### config.mk
export PLATFORM = sky130hd
export DESIGN_NAME = irq_acknowledger
export DESIGN_NICKNAME = d
export VERILOG_FILES = /design/src/rtl/irq_acknowledger.sv
export SDC_FILE = /design/constraint.sdc
export NUM_CORES = 1
export LEC_CHECK = 0
export ABC_AREA = 1
export CORE_ASPECT_RATIO = 2
export CORE_UTILIZATION = 40
export DETAILED_ROUTE_END_ITERATION = 16
export GPL_ROUTABILITY_DRIVEN = 0
export REMOVE_ABC_BUFFERS = 1
export SLEW_MARGIN = 30
export SYNTH_ARGS = -nofsm -noshare
export SYNTH_HDL_FRONTEND = slang
export SYNTH_SLANG_ARGS = --single-unit
### constraint.sdc
create_clock -name clk -period 2.3 [get_ports clk]
set_input_delay 0.575 -clock clk [delete_from_list [all_inputs] [get_ports clk]]
set_output_delay 0.575 -clock clk [all_outputs]
set_load 0.05 [all_outputs]
### src/rtl/irq_acknowledger.sv
// -----------------------------------------------------------------------------
// irq_acknowledger
//
// CPU-side interrupt acknowledge sequencer for the 68k-style core.
//
// The encoded, active-low ipl_n lines are synchronised and de-glitched into
// lvl_q. The CPU compares lvl_q against its status-register mask; level 7 is
// also edge-latched so it can be taken even when the mask is 7. At an
// instruction boundary the block runs the acknowledge handshake. The
// controller answers with dtack plus a vector byte, or with avec_n to request
// an autovector. If neither arrives within TIMEOUT cycles, the spurious vector
// is forced. The resulting vector is handed to the exception unit with a
// one-cycle vector_valid pulse. A guard interval after each acknowledge lets
// the controller's level fall before a new cycle can start.
//
// Ports
//   clk          in   1  clock
//   reset        in   1  synchronous, active-high reset
//   ipl_n        in   3  encoded interrupt level, active-low (3'b111 = none)
//   sr_mask      in   3  CPU interrupt mask
//   boundary     in   1  one-cycle strobe, CPU at an instruction boundary
//   dtack        in   1  active-low acknowledge; data_i valid while low
//   avec_n       in   1  active-low autovector request
//   data_i       in   8  vector byte from the controller
//   ack          out  1  interrupt-acknowledge cycle in progress
//   iack_level   out  3  level being acknowledged
//   irq_pending  out  1  interrupt eligible (combinational)
//   vector_o     out  8  last acknowledged vector, held until the next one
//   vector_valid out  1  one-cycle pulse, vector_o is fresh
//   spurious     out  1  with vector_valid: vector came from the timeout
//   busy         out  1  sequencer not idle
// -----------------------------------------------------------------------------
module irq_acknowledger #(
   parameter int         TIMEOUT      = 64,
   parameter int         GUARD        = 5,
   parameter logic [7:0] SPURIOUS_VEC = 8'd24,
   parameter logic [7:0] AUTOVEC_BASE = 8'd25
) (
   input  logic       clk,
   input  logic       reset,
   input  logic [2:0] ipl_n,
   input  logic [2:0] sr_mask,
   input  logic       boundary,
   input  logic       dtack,
   input  logic       avec_n,
   input  logic [7:0] data_i,
   output logic       ack,
   output logic [2:0] iack_level,
   output logic       irq_pending,
   output logic [7:0] vector_o,
   output logic       vector_valid,
   output logic       spurious,
   output logic       busy
);

   // The counter serves both the ACK timeout and the GUARD interval.
   localparam int CNT_MAX = (TIMEOUT > GUARD) ? TIMEOUT : GUARD;
   localparam int CNT_W   = $clog2(CNT_MAX + 1);

   typedef enum logic [1:0] {
      S_IDLE,
      S_ACK,
      S_DONE,
      S_GUARD
   } state_t;

   // ---------------------------------------------------------------------------
   // Level path: two-flop synchroniser, then a one-stage candidate register.
   // lvl_q only takes the candidate when it agrees with the next sample, so a
   // level that is present for a single cycle never reaches lvl_q.
   // ---------------------------------------------------------------------------
   logic [2:0] s1;
   logic [2:0] s2;
   logic [2:0] cand;
   logic [2:0] lvl_q;
   logic       lvl_accept;

   assign lvl_accept = (cand == ~s2);

   // NOTE: sequential state uses non-blocking assignments, and reset is
   // sampled only on the clock edge, so it is tested inside the clocked block.
   always_ff @(posedge clk) begin
      if (reset) begin
         s1    <= 3'b111;
         s2    <= 3'b111;
         cand  <= 3'd0;
         lvl_q <= 3'd0;
      end else begin
         s1   <= ipl_n;
         s2   <= s1;
         cand <= ~s2;
         if (lvl_accept) begin
            lvl_q <= cand;
         end
      end
   end

   // ---------------------------------------------------------------------------
   // Level-7 edge latch. Level 7 cannot be masked, so it is taken on its
   // rising edge even when sr_mask is 7. Holding it does not re-trigger.
   // ---------------------------------------------------------------------------
   state_t state_q;
   state_t state_d;
   logic   nmi_latch;
   logic   nmi_set;
   logic   nmi_clr;
   logic   take_irq;

   assign nmi_set = lvl_accept && (cand == 3'd7) && (lvl_q != 3'd7);
   assign nmi_clr = take_irq && (lvl_q == 3'd7);

   always_ff @(posedge clk) begin
      if (reset) begin
         nmi_latch <= 1'b0;
      end else if (nmi_set) begin
         nmi_latch <= 1'b1;
      end else if (nmi_clr) begin
         nmi_latch <= 1'b0;
      end
   end

   assign irq_pending = (state_q == S_IDLE) &&
                        (((lvl_q != 3'd0) && (lvl_q > sr_mask)) || nmi_latch);
   assign take_irq    = boundary && irq_pending;

   // ---------------------------------------------------------------------------
   // Acknowledge sequencer
   // ---------------------------------------------------------------------------
   logic [CNT_W-1:0] cnt_q;
   logic [CNT_W-1:0] cnt_d;
   logic             ack_d;
   logic [2:0]       level_d;
   logic [7:0]       vector_d;
   logic             valid_d;
   logic             spurious_d;
   logic             resp_ok;
   logic             ack_end;
   logic [7:0]       autovec;

   // The first ACK cycle has cnt_q == 0. Responses there may still reflect the
   // previous bus cycle, so they are ignored.
   assign resp_ok = (cnt_q != '0);
   assign autovec = AUTOVEC_BASE + {5'd0, iack_level} - 8'd1;

   // NOTE: every signal assigned here gets a default first, so no path can
   // leave one unassigned and infer a latch.
   always_comb begin
      state_d    = state_q;
      cnt_d      = cnt_q;
      ack_d      = ack;
      level_d    = iack_level;
      vector_d   = vector_o;
      valid_d    = 1'b0;
      spurious_d = 1'b0;
      ack_end    = 1'b0;

      case (state_q)
         S_IDLE: begin
            if (take_irq) begin
               level_d = lvl_q;
               ack_d   = 1'b1;
               cnt_d   = '0;
               state_d = S_ACK;
            end
         end

         S_ACK: begin
            cnt_d = cnt_q + CNT_W'(1);
            // A data response wins over an autovector request, and both win
            // over a timeout that coincides with them.
            if (resp_ok && !dtack) begin
               vector_d = data_i;
               ack_end  = 1'b1;
            end else if (resp_ok && !avec_n) begin
               vector_d = autovec;
               ack_end  = 1'b1;
            end else if (cnt_q == CNT_W'(TIMEOUT - 1)) begin
               vector_d   = SPURIOUS_VEC;
               spurious_d = 1'b1;
               ack_end    = 1'b1;
            end
            if (ack_end) begin
               ack_d   = 1'b0;
               valid_d = 1'b1;
               state_d = S_DONE;
            end
         end

         S_DONE: begin
            cnt_d   = '0;
            state_d = (GUARD == 0) ? S_IDLE : S_GUARD;
         end

         S_GUARD: begin
            // Keeps a stale lvl_q from re-triggering until the controller's
            // drop of ipl has passed through the synchroniser.
            if (cnt_q == CNT_W'(GUARD - 1)) begin
               cnt_d   = '0;
               state_d = S_IDLE;
            end else begin
               cnt_d = cnt_q + CNT_W'(1);
            end
         end

         default: begin
            cnt_d   = '0;
            ack_d   = 1'b0;
            state_d = S_IDLE;
         end
      endcase
   end

   always_ff @(posedge clk) begin
      if (reset) begin
         state_q      <= S_IDLE;
         cnt_q        <= '0;
         ack          <= 1'b0;
         iack_level   <= 3'd0;
         vector_o     <= 8'd0;
         vector_valid <= 1'b0;
         spurious     <= 1'b0;
         busy         <= 1'b0;
      end else begin
         state_q      <= state_d;
         cnt_q        <= cnt_d;
         ack          <= ack_d;
         iack_level   <= level_d;
         vector_o     <= vector_d;
         vector_valid <= valid_d;
         spurious     <= spurious_d;
         busy         <= (state_d != S_IDLE);
      end
   end

endmodule

==> results of run 1 <==
kinds of logic (layout without fill, tap and decap cells):
kind of cell,count (synthesis),count (layout),share of synthesized area (%)
AOI/OAI and AO/OA,32,32,11.41
adders and majority gates,5,5,3.679
and+or+nand+nor,117,117,31.20
buffers and inverters,34,79,7.578
xor gates and xnor gates,5,5,2.576
DFF,37,37,43.56
through the flow:
stage / util (%) / total power, mW
6_report: 55.37 / 1.277
3_3_place_gp: 52.65 / 0.8502
5_1_grt: 55.37 / 1.353
2_1_floorplan: - / 0.7763
3_5_place_dp: 52.65 / 0.8513
4_1_cts: 55.37 / 1.298
metal layers:
metal	wire, um	share of wire [%]	GRT usage (%)	vias up
li1	-	-	-	818
met1	1397	38	19.47	703
met2	2078	57	33.11	26
met3	102	2.8	3.654	6
met4	65	1.8	9.028	0
met5	0	0	0	-
worst register-to-register path: stages, from the launching register on:
cell and delay [ns]:
dfxtp_1 0.47, ha_4 0.26, a21oi_2 0.11, nand2_1 0.06, nand2_1 0.06, nand2_1 0.06
buf_4 0.13, nand3_1 0.06, buf_4 0.18, nand3_1 0.08, nand2_1 0.08, nand2_1 0.05
registers in the layout (all words and copies together), names as in the netlist, 2 cells and up:
name	cells
cand	3
cnt_q	7
iack_level	3
lvl_q	3
s1	3
s2	3
state_q	2
vector_o	8
how the worst max path moves through the flow:
stage	start	end	slack (ns)	cells past startpoint
2_1_floorplan	sr_mask[2]	irq_pending	0.18	9
3_3_place_gp	sr_mask[2]	irq_pending	-0.23	10
3_5_place_dp	sr_mask[2]	irq_pending	-0.26	10
4_1_cts	sr_mask[2]	irq_pending	0.11	10
5_1_grt	sr_mask[2]	irq_pending	0.04	11
6_report	sr_mask[2]	irq_pending	0.12	10
repair_timing:
item / CTS / global route
endpoints found under the setup margin: 1 / 0
hold buffers: 0 / 0
resized for setup: 9 / 0
power by group through the flow:
| stage | clock network (mW) | registers, mW | logic, mW |
|---|---|---|---|
| 2_1_floorplan | 0 | 0.688 | 0.0883 |
| 3_3_place_gp | 0 | 0.684 | 0.166 |
| 3_5_place_dp | 0 | 0.684 | 0.167 |
| 5_1_grt | 0.491 | 0.672 | 0.190 |
| 6_report | 0.439 | 0.670 | 0.169 |
| 4_1_cts | 0.457 | 0.670 | 0.171 |
layout make-up:
class                   count  area (um^2)  area share [%]
well taps                  52        65.06           2.875
clock buffers               5        68.82           3.040
inverters                  30        112.6           4.975
flip-flops and latches     37        740.7           32.73
clock inverters             3        17.52          0.7739
repair buffers             41        399.1           17.63
multi-input cells         159        859.6           37.98
cell usage in the layout (no fill, tap or decap), drive strengths merged:
cell type / n
a211oi: 1
a21oi: 20
buf: 8
clkbuf: 5
clkdlybuf4s50: 30
clkinv: 3
clkinvlp: 1
dfxtp: 37
dlygate4sd2: 3
ha: 5
inv: 29
nand2: 53
nand3: 25
nand3b: 1
nor2: 29
nor3: 3
o211ai: 1
o21a: 1
o21ai: 9
or2: 6
xnor2: 3
xor2: 2
==> flow_metrics.env, run 1 <==
export IMPL_status="complete, no violations"
export IMPL_dp_hpwl_mm=2.763
export IMPL_num_fill_cells=387
export IMPL_critPathRequiredTime_ns=1.73
export IMPL_numPortBuffers=34
export IMPL_synthTopCellsByArea="dfxtp_1, nand2_1, nand3_1, inv_1, nor2_1"
export IMPL_synth_area_leader_cell="dfxtp_1"
export IMPL_antenna_cells=0
export IMPL_post_route_min_period_ns=2.179
export IMPL_yosysSeqAreaShare_pct=43.56
export IMPL_numCtsBuffers=5
export IMPL_r2r_end="busy"
export IMPL_root_buffer="clkbuf_8"
export IMPL_nets=298
export IMPL_viasPerCell=4.749
export IMPL_finClkSkew_ns=0.003349
export IMPL_pin_count=35
export IMPL_synth_edf_count=0
export IMPL_routedWlPerCell_um=11.14
export IMPL_clock_sinks=37
export IMPL_fin_ws_ns=0.1207
export IMPL_antenna_found_initial=0
export IMPL_async_flop_share_pct=0
export IMPL_reg2regPathDepth=11
export IMPL_preCtsSetupSlack_ns=-0.2568
export IMPL_cp_top_family="buffers and inverters"
export IMPL_dr_pass1_iters=4
export IMPL_leakagePower_nw=0.9542
export IMPL_dp_cells=319
export IMPL_grt_pass1_vias=1425
export IMPL_clk_latency_ns=0.29
export IMPL_period_share_pct=94.75
export IMPL_hold_class="flop to flop"
export IMPL_crit_path_max_incr_delay_ns=0.24
export IMPL_postCtsSetupRepairBufs=0
export IMPL_antenna_left=0
export IMPL_ys_top_cells_by_count="nand2_1, dfxtp_1, inv_1, nor2_1, nand3_1"
export IMPL_drt_initial_drc_count=11
export IMPL_relSlewSlack_pct=64.73
export IMPL_num_rows=33
export IMPL_hold_violations=0
export IMPL_dpl_cell_area_mm2=0.002152
export IMPL_whs_endpoint="s2[1]"
export IMPL_grt_pass1_wl_mm=6.016
export IMPL_netlist_instances=230
export IMPL_rr_startpoint="lvl_q[2]"
export IMPL_wl_mm=3.644
export IMPL_remaining_drc_errors=0
export IMPL_power_density_mw_per_mm2=564.4
export IMPL_die_area_mm2=0.004531
export IMPL_syn_to_final_growth_pct=33.11
export IMPL_overflow=0
export IMPL_cap_violations=0
export IMPL_switching_share_pct=26.27
export IMPL_grt_max_degree=25
export IMPL_cts_tree="yes"
export IMPL_worst_slew_pin_slew_ns=0.5275
export IMPL_cp_max_fo=3
export IMPL_ys_warn_count=0
export IMPL_cp_arrival_ns=1.60
export IMPL_fin_tns_setup_ns=0
export IMPL_synth_distinct_cells=30
export IMPL_syn_area_per_cell_um2=7.393
export IMPL_yosys_area_top_type_share_pct=43.56
export IMPL_drive_gt1_share_pct=13.82
export IMPL_final_cells=327
export IMPL_worst_ir_drop_vdd_mv=0.4671
export IMPL_cpMostUsedCell="nand2_1"
export IMPL_track_usage_pct=18.78
export IMPL_synth_most_common_cell="nand2_1"
export IMPL_internal_power_mw=0.9419
export IMPL_startpoint_type="primary input"
export IMPL_setup_viol=0
export IMPL_fmax_mhz=458.9
export IMPL_clk_path_buf_depth=2
export IMPL_p_comb_share_pct=13.2
export IMPL_core_mm2=0.004088
export IMPL_crit_path_top_delay_cell="dlygate4sd2_1"
export IMPL_path_class="primary input to output pin"
export IMPL_h_tree_depth=2
export IMPL_start_util_pct=41.60
export IMPL_routed_via_count=1553
export IMPL_final_cell_area_mm2=0.002263
export IMPL_synth_seq_cells=37
export IMPL_hold_depth=1
export IMPL_cp_buffers_inverters=4
export IMPL_die_h_um=94.21
export IMPL_seq_power_share_pct=52.4
export IMPL_path_cells="dlygate4sd2_1 -> inv_2 -> ha_4 -> a21oi_2 -> nand2_1 -> nand2_1 -> nand2_1 -> nand2_1 -> inv_2 -> buf_12"
export IMPL_path_clk_slew_ns=0.07
export IMPL_clock_power_share_pct=34.4
export IMPL_synth_top_flop_cell="dfxtp_1"
export IMPL_hp_start="s1[1]"
export IMPL_slew_violations=0
export IMPL_reg2reg_slack_ns=0.62
export IMPL_cp_end_kind="output pin"
export IMPL_hold_ws_ns=0.4102
export IMPL_syn_cell_area_mm2=0.001700
export IMPL_switchingPower_mw=0.3355
export IMPL_die_x_um=48.10
export IMPL_rsz0062_at_grt="false"
Note: power is estimated with default switching activity, not from simulation.
==> inputs of run 2 (changes only) <==
--- a/config.mk
+++ b/config.mk
@@ -8,6 +8,7 @@
 export ABC_AREA = 1
 export CORE_ASPECT_RATIO = 2
 export CORE_UTILIZATION = 40
+export CTS_CLUSTER_SIZE = 10
 export DETAILED_ROUTE_END_ITERATION = 16
 export GPL_ROUTABILITY_DRIVEN = 0
 export REMOVE_ABC_BUFFERS = 1
==> results of run 2 <==
The final DEF is identical to that of run 1; final timing and power are the same.
